`config.mk`:
```
export PLATFORM = sky130hd
export DESIGN_NAME = mr1_mem_arbiter
export DESIGN_NICKNAME = d
export VERILOG_FILES = /design/src/rtl/mr1_mem_arbiter.sv
export SDC_FILE = /design/constraint.sdc
export NUM_CORES = 1
export LEC_CHECK = 0
export BUFFER_PORTS_ARGS = -buffer_cell sky130_fd_sc_hd__buf_2
export CAP_MARGIN = 10
export CORE_AREA = 2 2 158 160
export CTS_BUF_LIST = sky130_fd_sc_hd__clkbuf_4
export CTS_CLUSTER_DIAMETER = 100
export DETAILED_ROUTE_END_ITERATION = 10
export DIE_AREA = 0 0 160 162
export MAX_ROUTING_LAYER = met4
export PLACE_DENSITY = 0.4
export SYNTH_ARGS = -nofsm -noshare
export SYNTH_HDL_FRONTEND = slang
export SYNTH_SLANG_ARGS = --single-unit
```
`constraint.sdc`:
```
create_clock -name clk -period 2.7 [get_ports clk]
set_input_delay 0.27 -clock clk [delete_from_list [all_inputs] [get_ports clk]]
set_output_delay 0.27 -clock clk [all_outputs]
set_load 0.02 [all_outputs]
```
`src/rtl/mr1_mem_arbiter.sv`:
```
// ============================================================================
// Module   : mr1_mem_arbiter
// Brief    : Shares one memory port between MR1 fetch and load/store, with a
//            fetch starvation guard and in-order read-response routing.
//            Optional perf counters: define MR1_MEM_ARB_PERF_EN.
// Revision : 1.0 - initial release
// ============================================================================
`default_nettype none

module mr1_mem_arbiter #(
    parameter int MAX_OUTST    = 2,
    parameter int STARVE_LIMIT = 4
) (
    input  logic        clk,
    input  logic        reset_n,
    input  logic        instr_req_valid,
    output logic        instr_req_ready,
    input  logic [31:0] instr_req_addr,
    output logic        instr_rsp_valid,
    output logic [31:0] instr_rsp_data,
    input  logic        data_req_valid,
    output logic        data_req_ready,
    input  logic        data_req_wr,
    input  logic [31:0] data_req_addr,
    input  logic [31:0] data_req_wdata,
    input  logic [3:0]  data_req_be,
    output logic        data_rsp_valid,
    output logic [31:0] data_rsp_data,
    output logic        mem_req_valid,
    input  logic        mem_req_ready,
    output logic        mem_req_wr,
    output logic [31:0] mem_req_addr,
    output logic [31:0] mem_req_wdata,
    output logic [3:0]  mem_req_be,
    input  logic        mem_rsp_valid,
    input  logic [31:0] mem_rsp_data,
    output logic        rsp_err,
    output logic [31:0] perf_instr_cnt,
    output logic [31:0] perf_rd_cnt,
    output logic [31:0] perf_wr_cnt,
    output logic [31:0] perf_stall_cnt
);

    localparam int CNT_W = $clog2(MAX_OUTST + 1);
    localparam int STV_W = $clog2(STARVE_LIMIT + 1);
    localparam logic [CNT_W-1:0] C_MAX_OUTST    = CNT_W'(MAX_OUTST);
    localparam logic [STV_W-1:0] C_STARVE_LIMIT = STV_W'(STARVE_LIMIT);

    typedef enum logic [0:0] {
        ST_IDLE   = 1'b0,
        ST_LOCKED = 1'b1
    } state_t;

    state_t               r_state;
    logic                 r_lock_data;
    logic [CNT_W-1:0]     r_fifo_cnt;
    logic [MAX_OUTST-1:0] r_src;
    logic [STV_W-1:0]     r_starve_cnt;
    logic                 r_rsp_err;

    logic                 w_slot_ok;
    logic                 w_instr_elig;
    logic                 w_data_elig;
    logic                 w_fetch_forced;
    logic                 w_sel_data;
    logic                 w_gnt_valid;
    logic                 w_mem_valid;
    logic                 w_xfer;
    logic                 w_instr_xfer;
    logic                 w_data_xfer;
    logic                 w_push;
    logic                 w_pop;
    logic                 w_spurious;
    logic [CNT_W-1:0]     w_wr_idx;
    logic [MAX_OUTST-1:0] w_src_next;

    // Slot check uses the pre-pop count, so a same-cycle response never frees a slot early.
    assign w_slot_ok      = (r_fifo_cnt < C_MAX_OUTST);
    assign w_instr_elig   = instr_req_valid && w_slot_ok;
    assign w_data_elig    = data_req_valid && (data_req_wr || w_slot_ok);
    assign w_fetch_forced = w_instr_elig && (r_starve_cnt == C_STARVE_LIMIT);

    always_comb begin
        w_sel_data  = 1'b0;
        w_gnt_valid = 1'b0;
        if (r_state == ST_LOCKED) begin
            w_sel_data  = r_lock_data;
            w_gnt_valid = r_lock_data ? data_req_valid : instr_req_valid;
        end else if (w_data_elig && !w_fetch_forced) begin
            w_sel_data  = 1'b1;
            w_gnt_valid = 1'b1;
        end else if (w_instr_elig) begin
            w_sel_data  = 1'b0;
            w_gnt_valid = 1'b1;
        end
    end

    assign w_mem_valid     = reset_n && w_gnt_valid;
    assign mem_req_valid   = w_mem_valid;
    assign mem_req_wr      = w_mem_valid && w_sel_data && data_req_wr;
    assign mem_req_addr    = !w_mem_valid ? 32'd0 : (w_sel_data ? data_req_addr : instr_req_addr);
    assign mem_req_wdata   = (w_mem_valid && w_sel_data) ? data_req_wdata : 32'd0;
    assign mem_req_be      = (w_mem_valid && w_sel_data) ? data_req_be : 4'd0;
    assign instr_req_ready = w_mem_valid && !w_sel_data && mem_req_ready;
    assign data_req_ready  = w_mem_valid && w_sel_data && mem_req_ready;

    assign w_xfer       = w_mem_valid && mem_req_ready;
    assign w_instr_xfer = w_xfer && !w_sel_data;
    assign w_data_xfer  = w_xfer && w_sel_data;
    assign w_push       = w_instr_xfer || (w_data_xfer && !data_req_wr);
    assign w_pop        = reset_n && mem_rsp_valid && (r_fifo_cnt != '0);
    assign w_spurious   = mem_rsp_valid && (r_fifo_cnt == '0);

    // Source FIFO as a shift register: entry 0 is the oldest outstanding read.
    always_comb begin
        w_src_next = w_pop ? (r_src >> 1) : r_src;
        w_wr_idx   = r_fifo_cnt - CNT_W'(w_pop);
        if (w_push) begin
            for (int i = 0; i < MAX_OUTST; i++) begin
                if (w_wr_idx == CNT_W'(i)) begin
                    w_src_next[i] = w_sel_data;
                end
            end
        end
    end

    assign instr_rsp_valid = w_pop && !r_src[0];
    assign data_rsp_valid  = w_pop && r_src[0];
    assign instr_rsp_data  = instr_rsp_valid ? mem_rsp_data : 32'd0;
    assign data_rsp_data   = data_rsp_valid ? mem_rsp_data : 32'd0;
    assign rsp_err         = r_rsp_err;

    always_ff @(posedge clk or negedge reset_n) begin
        if (!reset_n) begin
            r_state     <= ST_IDLE;
            r_lock_data <= 1'b0;
        end else begin
            case (r_state)
                ST_IDLE: begin
                    if (w_mem_valid && !mem_req_ready) begin
                        r_state     <= ST_LOCKED;
                        r_lock_data <= w_sel_data;
                    end
                end
                ST_LOCKED: begin
                    if (w_xfer || !w_mem_valid) begin
                        r_state <= ST_IDLE;
                    end
                end
                default: r_state <= ST_IDLE;
            endcase
        end
    end

    always_ff @(posedge clk or negedge reset_n) begin
        if (!reset_n) begin
            r_fifo_cnt   <= '0;
            r_src        <= '0;
            r_starve_cnt <= '0;
            r_rsp_err    <= 1'b0;
        end else begin
            r_src <= w_src_next;
            if (w_push && !w_pop) begin
                r_fifo_cnt <= r_fifo_cnt + 1'b1;
            end else if (w_pop && !w_push) begin
                r_fifo_cnt <= r_fifo_cnt - 1'b1;
            end
            if (!instr_req_valid || w_instr_xfer) begin
                r_starve_cnt <= '0;
            end else if (w_data_xfer && (r_starve_cnt != C_STARVE_LIMIT)) begin
                r_starve_cnt <= r_starve_cnt + 1'b1;
            end
            if (w_spurious) begin
                r_rsp_err <= 1'b1;
            end
        end
    end

`ifdef MR1_MEM_ARB_PERF_EN
    logic [31:0] r_perf_instr;
    logic [31:0] r_perf_rd;
    logic [31:0] r_perf_wr;
    logic [31:0] r_perf_stall;

    always_ff @(posedge clk or negedge reset_n) begin
        if (!reset_n) begin
            r_perf_instr <= '0;
            r_perf_rd    <= '0;
            r_perf_wr    <= '0;
            r_perf_stall <= '0;
        end else begin
            if (w_instr_xfer)                  r_perf_instr <= r_perf_instr + 32'd1;
            if (w_data_xfer && !data_req_wr)   r_perf_rd    <= r_perf_rd + 32'd1;
            if (w_data_xfer && data_req_wr)    r_perf_wr    <= r_perf_wr + 32'd1;
            if (w_mem_valid && !mem_req_ready) r_perf_stall <= r_perf_stall + 32'd1;
        end
    end

    assign perf_instr_cnt = r_perf_instr;
    assign perf_rd_cnt    = r_perf_rd;
    assign perf_wr_cnt    = r_perf_wr;
    assign perf_stall_cnt = r_perf_stall;
`else
    assign perf_instr_cnt = 32'd0;
    assign perf_rd_cnt    = 32'd0;
    assign perf_wr_cnt    = 32'd0;
    assign perf_stall_cnt = 32'd0;
`endif

endmodule

`default_nettype wire

```
Word level (Yosys, flattened, before mapping)

Index checks and enable logic that the tools add are counted.

Flip-flop bits (word level): 10
Output and inout port bits: 267

$lt $le $gt $ge: 1
$add $sub $neg: 4
Equal/unequal tests: 3
Bitwise gates (word level): 1
Reductions and logical operators: 42
Muxes and demuxes: 23

Operators by type and width:

| cell                  | number |
|---|---|
| $mux W32              | 5 |
| $logic_and A1 B1 Y1   | 23 |
| $mux W1               | 10 |
| $logic_not A1 Y1      | 9 |
| $mux W2               | 4 |
| $mux W3               | 2 |
| $reduce_bool A2 Y1    | 3 |
| $logic_not A2 Y1      | 2 |
| $logic_or A1 B1 Y1    | 4 |
| $mux W4               | 1 |
| $add A3 B1 Y3 const B | 1 |
| $eq A3 B3 Y1 const B  | 1 |
| $ne A3 B3 Y1 const B  | 1 |
| $add A2 B1 Y2 const B | 1 |
| $eq A2 B1 Y1 const B  | 1 |
| $lt A2 B2 Y1 const B  | 1 |
| $pmux W1 S2           | 1 |
| $reduce_and A2 Y1     | 1 |
| $sub A2 B1 Y2         | 1 |
| $sub A2 B1 Y2 const B | 1 |
| $not A1 Y1            | 1 |

Depth between registers and ports, before layout

Gate-level depths: netlist of the first run.

Depth in word-level cells: 16
Depth in mapped cells: 11
Depth with buffers taken out: 11

Worst setup path after synthesis of the first run

No wires, ideal clock.

Path kind: register to output
From: register r_starve_cnt[0]
To: output mem_req_addr[10]
Cell stages (with the launch flop): 9
Path slack: 0.766 ns
Path buffers: 1
Data arrival time: 1.664 ns
Data required time: 2.430 ns
Path through: dfrtp_1 -> inv_1 -> ha_1 -> nand2_1 -> o311ai_2 -> nand2_1 -> nor2_2 -> buf_4 -> a22o_1

Cells in the longest elaborated chain, start to end: 8
Elaborated cells between the ends (all ways): 11
Classes of those cells: eq/ne: 1; mux: 6; reduce/logical: 4

Ends and longest elaborated chain:

| what                                                   | RTL line | text |
|---|---|---|
| start, declared                                        | 58       | `logic [STV_W-1:0] r_starve_cnt;` |
| start signal, assigned                                 | 171      | `r_starve_cnt <= r_starve_cnt + 1'b1;` |
| $eq A3 B3 Y1 (*)                                       | 81       | `assign w_fetch_forced = w_instr_elig && (r_starve_cnt == C_STARVE_LIMIT);` |
| $logic_and A1 B1 Y1 (*)                                | 81       |  |
| $logic_not A1 Y1 (*)                                   | 89       | `end else if (w_data_elig && !w_fetch_forced) begin` |
| $logic_and A1 B1 Y1 (*)                                | 89       |  |
| $mux W1                                                | 89       |  |
| $mux W1                                                | 86       | `if (r_state == ST_LOCKED) begin` |
| $mux W32 / $logic_and A1 B1 Y1 (equally long branches) | 101, 98  |  |
| $mux W32 (*)                                           | 101      | `assign mem_req_addr = !w_mem_valid ? 32'd0 : (w_sel_data ? data_req_addr : instr_req_addr);` |
| end, declared                                          | 32       | `output logic [31:0] mem_req_addr,` |

Mark *: on every way between the ends. The rest lies on a longest branch, timed or not.

Worst setup path after layout of the first run

From: register r_starve_cnt[0]
To: output mem_req_addr[4]

The elaborated chain is that of the path after synthesis.

==> results of run 1 <==
## area by class of cell
class | instances | area, sq um | share of cell area
Multi-Input combinational cell | 321 | 1842 | 0.4587
Timing Repair Buffer | 283 | 1454 | 0.3621
Tap cell | 324 | 405.4 | 0.1010
Sequential cell | 10 | 250.2 | 0.06232
Inverter | 10 | 37.54 | 0.009349
Clock buffer | 3 | 22.52 | 0.005609
Clock inverter | 1 | 3.754 | 0.0009349
## flip-flops by register name, indices dropped and copies added (netlist names)
signal / count
r_state: 1
r_src: 2
r_fifo_cnt: 2
rsp_err: 1
r_starve_cnt: 3
r_lock_data: 1
## cells by family after synthesis
group | Yosys count | synth area share
compound gates | 51 | 0.1647
fa+ha+maj | 4 | 0.01851
other cells | 1 | 0.001387
xor+xnor | 4 | 0.01296
flops | 10 | 0.09255
simple gates | 134 | 0.3045
buf+inv | 155 | 0.4054
## layer usage
layer / track usage / vias to the layer above / wire [um]
li1: - / 1441 / -
met1: 0.08194 / 1303 / 4111
met2: 0.1238 / 174 / 5350
met3: 0.01047 / 0 / 715
met4: 0.002457 / 0 / 0
met5: - / - / 0
## power by group through the flow
stage                     sequential [uW]  clock [uW]  combinational, uW
after floorplan                       216           0               1080
after global placement                243           0               1340
after detailed placement              244           0               1330
after CTS                             241         123               1340
after global routing                  247         129               1440
final                                 241         113               1330
## cell usage in the layout, fill, tap and decap left out, types with 2 or more instances in the layout
master	n
sky130_fd_sc_hd__buf_4	3
sky130_fd_sc_hd__ha_1	4
sky130_fd_sc_hd__or3_1	2
sky130_fd_sc_hd__o31ai_1	2
sky130_fd_sc_hd__dfrtp_1	10
sky130_fd_sc_hd__a21o_1	2
sky130_fd_sc_hd__nand2b_1	2
sky130_fd_sc_hd__xor2_1	2
sky130_fd_sc_hd__o21ai_0	3
sky130_fd_sc_hd__nand2_1	8
sky130_fd_sc_hd__a21oi_1	2
sky130_fd_sc_hd__clkbuf_4	3
sky130_fd_sc_hd__conb_1	128
sky130_fd_sc_hd__xnor2_1	2
sky130_fd_sc_hd__nor2_1	7
sky130_fd_sc_hd__nor2_2	3
sky130_fd_sc_hd__and2_1	102
sky130_fd_sc_hd__inv_1	10
sky130_fd_sc_hd__buf_2	277
sky130_fd_sc_hd__a22o_1	33
## metrics by stage
| step | worst slack [ps] | setup TNS [ps] |
|---|---|---|
| finish | 157.9 | 0 |
| global route | -11.35 | -26.81 |
| CTS | 21.00 | 0 |
| detailed placement | 335.9 | 0 |
| global placement | 361.8 | 0 |
| floorplan | 766.2 | 0 |
## critical path, delay by kind of cell (launching register included)
kind	cells	cell delay, ps
and+or+nand+nor	3	390
adders and majority gates	1	160
DFF	1	410
buffers and inverters	3	400
AOI/OAI and AO/OA	2	600
## repair_timing
action,CTS,global route
hold endpoints to repair,3,0
hold buffers,1,0
endpoints found under the setup margin,0,32
gates resized for setup,0,3
## how the worst min path moves through the flow
stage	from	end	slack (ps)
global route	mem_rsp_valid	rsp_err	220
finish	mem_rsp_valid	rsp_err	220
global placement	reset_n	rsp_err	110
floorplan	reset_n	r_fifo_cnt[0]	-30
detailed placement	reset_n	rsp_err	110
CTS	mem_rsp_valid	rsp_err	210
==> key figures, run 1 <==
Power and ir drop
  • Internal power: 715.2 uW
  • Seq pwr share: 0.143
  • Power Dens Cells: about 420 mW/mm^2
  • Logic pwr share: 0.790
  • Power consumption: about 1700 uW
  • Switching power share of the total: 0.5757
  • Clock Power Share: 0.067
  • Switching power: 970.2 uW
  • Maximum VDD drop: between 0.2 and 0.25 mV
  • Leakage dissipation: 0.002517 uW

Global routing
  • Pin count of the biggest net entering global routing: 65
  • Total global routing track utilization: 0.06734
  • Vias in the first global route: 2454
  • Grt total ovfl: 0
  • Antenna violations before repair: 0
  • Wire length of the first global-routing pass: 13830 um

Clocking
  • Clock Pin Slew Worst Setup and Hold Paths: 70 ps
  • Number of setup buffers added after CTS: 0
  • CTS tree: done
  • Clock tree root driver cell: sky130_fd_sc_hd__clkbuf_4
  • Latest clock arrival within the worst-skew pair: 270 ps
  • Number of sinks driven by the clock tree: 10
  • Number of clock buffers inserted by TritonCTS: 3
  • Max H-tree Level: 1
  • Clk buf depth: 2

Logic synthesis
  • Gate Count Post-Synth: 359
  • Fraction of synthesis flops using an asynchronous set or reset pin: 1.000
  • Number of library cell types mapped by synthesis: 40
  • Predominant post-synthesis flop cell: sky130_fd_sc_hd__dfrtp_1
  • #FFs+latches synth: 10
  • Average instance area after synthesis: 7.532 sq um
  • Top-area cell type share of the netlist area: 0.3637
  • Synth Cell Area: 0.002704 sq mm
  • EDFF count, synth: 0
  • Largest cells by area after synthesis: sky130_fd_sc_hd__buf_4 36%, sky130_fd_sc_hd__and2_1 24%, sky130_fd_sc_hd__a22o_1 11%, sky130_fd_sc_hd__dfrtp_1 9.3%, sky130_fd_sc_hd__ha_1 1.9%
  • Top cell types by occurrence after synthesis: 131 x sky130_fd_sc_hd__buf_4, 102 x sky130_fd_sc_hd__and2_1, 33 x sky130_fd_sc_hd__a22o_1, 10 x sky130_fd_sc_hd__dfrtp_1, 10 x sky130_fd_sc_hd__inv_1
  • Cell type with the highest aggregate area in the netlist: sky130_fd_sc_hd__buf_4
  • Cell with the most instances after synthesis: sky130_fd_sc_hd__buf_4
  • Share of the yosys chip area belonging to registers: 0.09255
  • Warnings, synthesis: 0

Critical path
  • Slowest Stage Delay on Critical Path: 410 ps
  • Slowest library cell on the worst path: sky130_fd_sc_hd__dfrtp_1
  • FF-to-FF Start: r_fifo_cnt[1]
  • Critical path startpoint: r_starve_cnt[0]
  • Setup slack of the most critical reg-to-reg path: 540 ps
  • CP required: 2430 ps
  • RR Endpoint: r_src[1]
  • Type of element launching the critical path: flop
  • Critical path endpoint category: primary output
  • Arrival time at the worst endpoint: 2270 ps
  • Critical-path maximum fanout: between 60 and 70
  • CP cell instances: inv_1 > ha_1 > nand2_1 > o311ai_2 > and2_4 > nor2_4 > buf_12 > a22o_1 > buf_2
  • Critical Setup Path Class: reg2out
  • Crit path to: mem_req_addr[4]
  • Reg2Reg Depth: 7

Final layout
  • Layout overhead on the synthesized area: 48.50%
  • Final non-filler cell total: 952
  • Post-route design area: about 0.004 sq mm
  • Fill count: 2810
  • Share of layout cells above drive strength 1: 0.4745
  • Diode insertion count for antenna repair: 0
  • Post-layout nets: a little under 800
  • Final Util: 0.1666

STA
  • Maximum clock frequency: ~400 MHz
  • Minimum clock period after layout: 2542 ps
  • Largest clock skew in the final design: about 2 ps
  • Hold Fails Final Rpt: 0
  • Number of pins exceeding their max-slew limit in the final report: 0
  • Transition time at the pin with the least slew margin: roughly 570 ps
  • Number of failing setup endpoints in the final timing report: 0
  • Worst Hold Slack: between 200 and 250 ps
  • Post-route clock period utilization: 0.9415
  • Slew headroom: 0.6192

Job
  • Total of max-cap violations: 0

Floorplanning
  • Height of the die: 162 um
  • Effective utilization at floorplan: 0.1122
  • Die ar.: 0.02592 sq mm
  • Total core area: 0.02411 sq mm
  • Top-Level Pins: a little over 400
  • Row cnt: 57
  • Die W: 160 um

Drt
  • Antenna violation net count after detailed routing: 0
  • First DRT Iteration DRCs: 88
  • Residual DRC: 0
  • Routed wirelength normalized by instance count: between 10 and 15 um
  • Total routed wirelength: a little over 10000 um
  • Via-per-instance ratio: between 3 and 4
  • Via count: 2918
  • Detailed-router iteration count before antenna repair: 4

Place
  • Weighted congestion at the end of routability-driven global placement: roughly 0.74
  • Cell Area, Placed: 0.003969 sq mm
  • Post-DP HPWL: 8825 um
  • Number of placed instances with taps included: 947
  • Input/output buffers: 277

Hold path
  • Hold Path Stages: 2
  • Kind of path behind the tightest hold check: in2reg

Outcome
  • Outcome: complete, no violations
No activity file was read; power rests on OpenSTA's default activity.
==> inputs of run 2 (changes only) <==
- CTS_CLUSTER_SIZE: default -> 8
- SETUP_SLACK_MARGIN: default -> 0.5
==> run 2 against run 1 <==
Compared with the run above:
- hold slack improved by 0.52 ps
- global-route usage increased by 0.65 points
- critical path depth rose by 1
- first-iteration DRC count rose by 22%
- via count is 3.5% higher
- critical endpoint is now mem_req_addr[18]
- critical path type unchanged
- maximum frequency is 4.5% higher
- final cell count rose by 1.8%
==> key figures, run 2 (synthesized netlist as in run 1, its figures left out) <==
Floorplanning
  • Row cnt: 57 (unchanged)
  • Die W: 160 um (unchanged)
  • Effective utilization at floorplan: 0.1122 (unchanged)
  • Top-Level Pins: 406 (unchanged)
  • Height of the die: 162 um (unchanged)
  • Die ar.: 0.02592 sq mm (unchanged)
  • Total core area: 0.02411 sq mm (unchanged)

Global routing
  • Grt total ovfl: 0 (unchanged)
  • Antenna violations before repair: 1 (was 0)
  • Total global routing track utilization: 0.07382 (was 0.06734)
  • Pin count of the biggest net entering global routing: 34 (was 65)
  • Wire length of the first global-routing pass: 14880 um (was 13830 um)
  • Vias in the first global route: 2581 (was 2454)

STA
  • Hold Fails Final Rpt: 0 (unchanged)
  • Largest clock skew in the final design: 3.582 ps (was 2.001 ps)
  • Final worst-path setup slack: 267.6 ps (was 157.9 ps)
  • Number of pins exceeding their max-slew limit in the final report: 0 (unchanged)
  • Maximum clock frequency: 411.1 MHz (was 393.4 MHz)
  • Setup repair after global routing missed its margin: true
  • Post-route clock period utilization: 0.9009 (was 0.9415)
  • Setup tns final: 0 ps (unchanged)
  • Number of failing setup endpoints in the final timing report: 0 (unchanged)
  • Minimum clock period after layout: 2432 ps (was 2542 ps)

Final layout
  • Layout overhead on the synthesized area: 63.54% (was 48.50%)
  • Most frequent cells in the layout: 253 x sky130_fd_sc_hd__buf_2, 128 x sky130_fd_sc_hd__conb_1, 91 x sky130_fd_sc_hd__and2_1 (was 277 x sky130_fd_sc_hd__buf_2, 128 x sky130_fd_sc_hd__conb_1, 102 x sky130_fd_sc_hd__and2_1)
  • Largest Register: r_starve_cnt (unchanged)
  • Max reg flops: 3 (unchanged)
  • Largest regs: r_starve_cnt (3), r_fifo_cnt (2), r_src (2) (unchanged)
  • Fill count: 2786 (was 2810)
  • Post-layout nets: 788 (was 772)
  • Final non-filler cell total: 969 (was 952)
  • Share of layout cells above drive strength 1: 0.5140 (was 0.4745)
  • Leading cell type in the layout, fill and taps excluded: sky130_fd_sc_hd__buf_2 (unchanged)

Drt
  • Antenna violation net count after detailed routing: 0 (unchanged)
  • Routed wirelength normalized by instance count: 11.43 um (was 10.69 um)
  • Detailed-router iteration count before antenna repair: 4 (unchanged)
  • First DRT Iteration DRCs: 107 (was 88)
  • Residual DRC: 0 (unchanged)
  • Via count: 3020 (was 2918)
  • Via-per-instance ratio: 3.117 (was 3.065)
  • Total routed wirelength: 11070 um (was 10180 um)

Power and ir drop
  • Power consumption: 1873 uW (was 1685 uW)
  • Maximum VDD drop: 0.2743 mV (was 0.2437 mV)
  • Leakage dissipation: 0.002656 uW (was 0.002517 uW)
  • Power Dens Cells: 423.5 mW/mm^2 (was 419.7 mW/mm^2)

Place
  • Input/output buffers: 277 (unchanged)
  • Number of placed instances with taps included: 947 (unchanged)
  • Pre-CTS setup slack: 335.9 ps (unchanged)
  • Weighted congestion at the end of routability-driven global placement: 0.7382 (unchanged)
  • Post-DP HPWL: 8825 um (unchanged)

Job
  • Total of max-cap violations: 0 (unchanged)

Critical path
  • Critical-path maximum fanout: 8 (was 64)
  • Arrival time at the worst endpoint: 2160 ps (was 2270 ps)
  • Critical Setup Path Class: reg2out (unchanged)
  • Type of element launching the critical path: flop (unchanged)
  • Critical path endpoint category: primary output (unchanged)
  • CP required: 2430 ps (about the same)

Clocking
  • Number of sinks driven by the clock tree: 10 (unchanged)
  • Clk buf depth: 2 (unchanged)
  • Clock tree root driver cell: sky130_fd_sc_hd__clkbuf_4 (unchanged)
  • Number of clock buffers inserted by TritonCTS: 3 (unchanged)
  • CTS tree: done (unchanged)
  • Latest clock arrival within the worst-skew pair: 270 ps (about the same)
  • Clock Pin Slew Worst Setup and Hold Paths: 70 ps (about the same)
  • Max H-tree Level: 1 (unchanged)

Outcome
  • Outcome: complete, no violations (unchanged)

Hold path
  • Kind of path behind the tightest hold check: in2reg (unchanged)
## run 2: metal layers
metal | global-route usage | share of wire
met2 | 0.1368 | 0.53
met1 | 0.08983 | 0.39
met5 | - | 0
met4 | 0.002457 | 0
met3 | 0.01021 | 0.077
## run 2: final cells by class
type,instances,area [sq um],area share
diodes,1,2.502,0.0005659
clock inverters,1,3.754,0.0008489
multi-input cells,321,1897,0.4290
well taps,324,405.4,0.09168
repair buffers,299,1800,0.4072
inverters,10,37.54,0.008489
flip-flops and latches,10,252.7,0.05716
clock buffers,3,22.52,0.005093
## run 2: path summary, 6_finish.rpt
kind / end / slack (ps) / cells past startpoint / from
worst max-delay path: mem_req_addr[18] / 270 / 10 / r_starve_cnt[1]
worst max register to register: r_fifo_cnt[1] / 640 / 12 / r_starve_cnt[1]
max in group asynchronous: r_state / 2000 / 3 / reset_n
worst min-delay path: rsp_err / 230 / 2 / mem_rsp_valid
worst min register to register: rsp_err / 480 / 1 / rsp_err
min in group asynchronous: r_src[1] / 430 / 2 / reset_n
## run 2: per-stage QoR
stage | hold WS (ps) | area [sq um] | utilization
after detailed placement | 111.9 | 3969 | 0.1646
after global placement | 110.9 | 3969 | 0.1646
final | 225.2 | 4422 | 0.1834
after global routing | 215.1 | 4422 | 0.1834
after floorplan | -25.59 | 3181 | -
after CTS | 210.4 | 4328 | 0.1795
## run 2: worst max-delay path, stage by stage (launching register included)
cell and delay (ps):
sky130_fd_sc_hd__dfrtp_1 390, sky130_fd_sc_hd__inv_1 60, sky130_fd_sc_hd__ha_2 180, sky130_fd_sc_hd__nand2_2 70
sky130_fd_sc_hd__o311ai_4 270, sky130_fd_sc_hd__and2_4 220, sky130_fd_sc_hd__nor2_4 60, sky130_fd_sc_hd__buf_12 140
sky130_fd_sc_hd__buf_16 150, sky130_fd_sc_hd__a22o_1 220, sky130_fd_sc_hd__buf_6 130
## run 2: timing repair
| action | in CTS | in global routing |
|---|---|---|
| gates resized for setup | 55 | 19 |
| gates cloned | 3 | 0 |
| pin swaps | 19 | 5 |
| endpoints found under the setup margin | 131 | 111 |
| hold buffers | 2 | 0 |
| buffers inserted | 7 | 5 |
| endpoints found under the hold margin | 3 | 0 |
## run 2: power by group
group          total (uW)  internal (uW)  switching [uW]
sequential            249            191            58.0
combinational        1510            604             906
clock                 114           53.5            61.0
total                1870            848            1020
